### config.mk
export PLATFORM = sky130hd
export DESIGN_NAME = wb_regfile
export DESIGN_NICKNAME = d
export VERILOG_FILES = /design/src/rtl/wb_regfile_pkg.sv /design/src/rtl/wb_regfile_2r1w.sv /design/src/rtl/wb_regfile.sv
export SDC_FILE = /design/constraint.sdc
export NUM_CORES = 2
export LEC_CHECK = 0
export CORE_ASPECT_RATIO = 1.1
export CORE_MARGIN = 2
export CORE_UTILIZATION = 35
export DETAILED_ROUTE_END_ITERATION = 6
export HOLD_SLACK_MARGIN = 0.06
export SYNTH_ARGS = -nofsm -noshare
export SYNTH_HDL_FRONTEND = slang
export SYNTH_SLANG_ARGS = --single-unit
### constraint.sdc
create_clock -name clk -period 4.5 [get_ports clk]
set_clock_uncertainty 0.1 [all_clocks]
set_input_delay 0.675 -clock clk [delete_from_list [all_inputs] [get_ports clk]]
set_output_delay 0.675 -clock clk [all_outputs]
set_load 0.02 [all_outputs]
### src/rtl/wb_regfile_pkg.sv
// Shared pipeline constants and MEM/WB field types
// used by the writeback stage and its register file.
package wb_regfile_pkg;

    localparam int XLEN       = 64;
    localparam int NREGS      = 32;
    localparam int REG_ADDR_W = $clog2(NREGS);
    localparam int CNT_W      = 32;

    typedef logic [REG_ADDR_W-1:0] reg_idx_t;

    typedef struct packed {
        logic [XLEN-1:0] read_data;
        logic [XLEN-1:0] result;
        reg_idx_t        rd;
        logic            memtoreg;
        logic            regwrite;
    } mem_wb_t;

endpackage

### src/rtl/wb_regfile_2r1w.sv
// Two-read one-write integer register file with hardwired x0
// and same-cycle write-through bypass on both read ports.
module wb_regfile_2r1w
    import wb_regfile_pkg::*;
#(
    parameter int DW    = wb_regfile_pkg::XLEN,
    parameter int NR    = wb_regfile_pkg::NREGS,
    parameter int AW    = $clog2(NR)
) (
    input  logic          clk,
    input  logic          reset,
    input  logic          we_i,
    input  logic [AW-1:0] waddr_i,
    input  logic [DW-1:0] wdata_i,
    input  logic [AW-1:0] raddr1_i,
    input  logic [AW-1:0] raddr2_i,
    output logic [DW-1:0] rdata1_o,
    output logic [DW-1:0] rdata2_o
);

    logic [DW-1:0] regs_q [NR];

    // Entry 0 is cleared by reset and never written, so it stays zero.
    always_ff @(posedge clk) begin
        if (reset) begin
            for (int i = 0; i < NR; i++) begin
                regs_q[i] <= '0;
            end
        end else if (we_i) begin
            regs_q[waddr_i] <= wdata_i;
        end
    end

    always_comb begin
        rdata1_o = regs_q[raddr1_i];
        if (reset || raddr1_i == '0) begin
            rdata1_o = '0;
        end else if (we_i && raddr1_i == waddr_i) begin
            rdata1_o = wdata_i;
        end
    end

    always_comb begin
        rdata2_o = regs_q[raddr2_i];
        if (reset || raddr2_i == '0) begin
            rdata2_o = '0;
        end else if (we_i && raddr2_i == waddr_i) begin
            rdata2_o = wdata_i;
        end
    end

endmodule

### src/rtl/wb_regfile.sv
// Writeback stage: selects writeback data, commits it to the
// register file, and tracks retirement count and last write.
module wb_regfile
    import wb_regfile_pkg::*;
#(
    parameter int XLEN  = wb_regfile_pkg::XLEN,
    parameter int NREGS = wb_regfile_pkg::NREGS,
    parameter int CNT_W = wb_regfile_pkg::CNT_W,
    parameter int AW    = $clog2(NREGS)
) (
    input  logic             clk,
    input  logic             reset,
    input  logic [XLEN-1:0]  mem_wb_read_data,
    input  logic [XLEN-1:0]  mem_wb_result,
    input  logic [AW-1:0]    mem_wb_rd,
    input  logic             mem_wb_memtoreg,
    input  logic             mem_wb_regwrite,
    input  logic [AW-1:0]    rs1_addr,
    input  logic [AW-1:0]    rs2_addr,
    output logic [XLEN-1:0]  rs1_data,
    output logic [XLEN-1:0]  rs2_data,
    output logic [XLEN-1:0]  wb_data,
    output logic             wb_we,
    output logic [CNT_W-1:0] retire_count,
    output logic             last_valid,
    output logic [AW-1:0]    last_rd,
    output logic [XLEN-1:0]  last_data
);

    logic [CNT_W-1:0] cnt_q, cnt_d;
    logic             lv_q, lv_d;
    logic [AW-1:0]    lrd_q, lrd_d;
    logic [XLEN-1:0]  ld_q, ld_d;

    assign wb_data = mem_wb_memtoreg ? mem_wb_read_data : mem_wb_result;
    assign wb_we   = mem_wb_regwrite && (mem_wb_rd != '0) && !reset;

    wb_regfile_2r1w #(
        .DW (XLEN),
        .NR (NREGS),
        .AW (AW)
    ) u_rf (
        .clk      (clk),
        .reset    (reset),
        .we_i     (wb_we),
        .waddr_i  (mem_wb_rd),
        .wdata_i  (wb_data),
        .raddr1_i (rs1_addr),
        .raddr2_i (rs2_addr),
        .rdata1_o (rs1_data),
        .rdata2_o (rs2_data)
    );

    // Counter wraps silently; x0 writes never reach here via wb_we.
    always_comb begin
        cnt_d = cnt_q;
        lv_d  = lv_q;
        lrd_d = lrd_q;
        ld_d  = ld_q;
        if (wb_we) begin
            cnt_d = cnt_q + 1'b1;
            lv_d  = 1'b1;
            lrd_d = mem_wb_rd;
            ld_d  = wb_data;
        end
    end

    always_ff @(posedge clk) begin
        if (reset) begin
            cnt_q <= '0;
            lv_q  <= 1'b0;
            lrd_q <= '0;
            ld_q  <= '0;
        end else begin
            cnt_q <= cnt_d;
            lv_q  <= lv_d;
            lrd_q <= lrd_d;
            ld_q  <= ld_d;
        end
    end

    assign retire_count = cnt_q;
    assign last_valid   = lv_q;
    assign last_rd      = lrd_q;
    assign last_data    = ld_q;

endmodule

==> flow_summary_export.csv <==
group,metric,value,unit
run_status,status,"finished, final reports clean",
placement,hpwl,243000,um
timing,post-route-period-util,0.994,
route,wl_per_cell,32.9,um
power_and_ir_drop,vdd_drop_max,0.353,mV
synthesis,ys_seq_area_frac,0.585,
die,die_w,535,um
synthesis,ys_ff_latch,2150,
clock_network,clk_pin_slew,60,ps
final_layout,syn_to_final_growth,19.2,%
route,drc,0,
placement,io_buffers,441,
die,fp.dieH,588,um
final_layout,stdcell_count,12100,
timing,rsz0062_at_grt,"false",
global_routing,grt_overflow,0,
die,io_pins,442,
final_layout,layout_common_cells,"2093 x nor2_1, 2048 x edfxtp_1, 1128 x mux4_2, 400 x clkdlybuf4s50_1, 351 x buf_4",
clock_network,cts_buffer_depth,4,
die,dieArea,0.315,mm2
timing,finalSetupViolCount,0,
global_routing,antenna_found_initial,16,
die,core.rowCount,214,
clock_network,cts_root_buffer,"clkbuf_16",
final_layout,final_nets,7954,
route,num_vias,73300,
clock_network,cts_buffers,224,
placement,placedCellCount,11700,
synthesis,netlist_instances,7379,
critical_path,end_kind,"primary output",
flow_run,cap_violations,0,
timing,tns,0,ps
clock_network,cts_tree,"done",
die,start_util,0.352,
clock_network,cts-hold-fix-buffers,0,
global_routing,track_usage,0.247,
route,drt_iter0_drc,9363,
critical_path,worstPathArrival,3700,ps
placement,place_ws,-87.9,ps
timing,setup_slack,25.4,ps
synthesis,ys.flop_type,"edfxtp_1",
synthesis,yosysWarnings,0,
synthesis,netlist_area,0.109,mm2
global_routing,grt_pass1_wl,556000,um
route,first_pass_iters,6,
final_layout,final_common_cell,"nor2_1",
route,avgViaCountPerCell,6.06,
power_and_ir_drop,leakagePower,45.0,nW
critical_path,crit_required,3720,ps
clock_network,clkLatencyLatePin,890,ps
route,drtAntennaViolNets,0,
critical_path,worst_setup_path_start_kind,"primary input",
global_routing,grt_pass1_vias,74400,
synthesis,ys_types,58,
clock_network,clock_sinks,2150,
global_routing,grt_start_max_net_pins,95,
synthesis,synthArstFlopShare,0,
placement,gp_congestion,0.856,
synthesis,synth_edf_count,2048,
clock_network,htree_levels,4,
timing,max_freq,223,MHz
synthesis,syn_avg_cell_area,14.7,um2
final_layout,layout-drive-gt1-share,0.275,
critical_path,path_class,"in2out",
timing,tightest_slew,1130,ps
power_and_ir_drop,p_per_area,380,mW/mm2
critical_path,crit_path_max_fanout,34,
timing,period_minus_slack,4470,ps
timing,relSlewSlack,0.243,
placement,place_area,0.122,mm2
timing,whs,106,ps
timing,final-hold-violation-count,0,
die,core_area,0.309,mm2
timing,slew_viol_final,0,
final_layout,fin_area,0.130,mm2
route,wl,398000,um
hold_path,min_path_type,"in2reg",
[per-layer routing]
layer / vias up / global-route usage / share of wire
met3: 1007 / 0.0476 / 0.10
met2: 4718 / 0.412 / 0.49
met1: 38400 / 0.304 / 0.35
li1: 29200 / - / -
met5: - / 0 / 0.000090
met4: 6 / 0.134 / 0.062
[where the power goes]
group          leakage, nW  switching, mW  internal (mW)
clock                 3.42           8.10           10.3
sequential            20.3          0.546           23.0
combinational         21.2           4.09           3.25
[cells by family after synthesis]
family                     share of synthesized area
adders and majority gates                   0.000115
buffers and inverters                         0.0350
DFF                                            0.585
and+or+nand+nor                               0.0895
AOI/OAI and AO/OA                             0.0338
muxes                                          0.254
other                                      0.0000345
xor gates and xnor gates                     0.00298
[critical path, cell delays in order]
cell             delay, ps
clkdlybuf4s50_1        590
or2_2                  420
o21ai_2                230
o311ai_4               160
buf_12                 230
a21oi_1                540
a211o_1                230
clkdlybuf4s50_1        610
[metrics by stage]
stage,utilization,power (mW)
3_5_place_dp,0.396,31.2
4_1_cts,0.419,49.4
2_1_floorplan,-,27.9
5_1_grt,0.419,50.4
3_3_place_gp,0.396,31.1
6_report,0.419,49.2
[sequential cells by signal, indices dropped and copies added, names as in the netlist]
| name | cells |
|---|---|
| u_rf.regs_q | 2048 |
| retire_count | 32 |
| last_valid | 1 |
| last_data | 64 |
| last_rd | 5 |
[cell type report]
class / instances / area [um2]
Sequential cell: 2150 / 63500
Clock inverter: 135 / 1130
Inverter: 72 / 278
Timing Repair Buffer: 950 / 10500
Clock buffer: 266 / 5870
Multi-Input combinational cell: 4408 / 43000
Fill cell: 27800 / 179000
Tap cell: 4104 / 5130
Antenna cell: 17 / 42.5
[synthesized netlist by cell type (9+ instances only)]
cell | n | area (um2)
a211o_1 | 62 | 543
a211oi_1 | 68 | 510
a21oi_1 | 77 | 385
a22oi_1 | 138 | 1040
and3_1 | 9 | 56.3
buf_1 | 94 | 353
buf_2 | 129 | 646
buf_4 | 29 | 218
buf_6 | 22 | 248
clkbuf_1 | 532 | 2000
dfxtp_1 | 102 | 2040
edfxtp_1 | 2048 | 61500
inv_1 | 71 | 267
mux2_2 | 57 | 642
mux2i_1 | 157 | 1570
mux4_2 | 1128 | 25400
nand2_1 | 148 | 556
nand2b_1 | 59 | 369
nand3_1 | 18 | 90.1
nand4_1 | 16 | 100
nor2_1 | 2095 | 7860
nor2b_1 | 68 | 425
o21ai_0 | 23 | 115
o21ai_1 | 45 | 225
o221ai_1 | 58 | 508
o22ai_1 | 14 | 87.6
xnor2_1 | 16 | 140
xor2_1 | 21 | 184
[path summary, 6_finish.rpt]
kind / startpoint / to / slack [ps] / cells past startpoint
worst max-delay path: mem_wb_rd[0] / rs2_data[58] / 30 / 8
worst max register to register: retire_count[3]$_SDFFE_PP0P_ / retire_count[29]$_SDFFE_PP0P_ / 1430 / 5
worst min register to register: last_rd[1]$_SDFFE_PP0P_ / last_rd[1]$_SDFFE_PP0P_ / 360 / 2
worst min-delay path: reset / u_rf.regs_q[0][62]$_SDFFCE_PN0P_ / 110 / 1
[repair_timing]
item	CTS	global route
gates resized for setup	2	1
cloned	0	0
pin swaps	1	1
endpoints found under the setup margin	2	6
buffers inserted	1	1
Note: power is estimated with default switching activity, not from simulation.
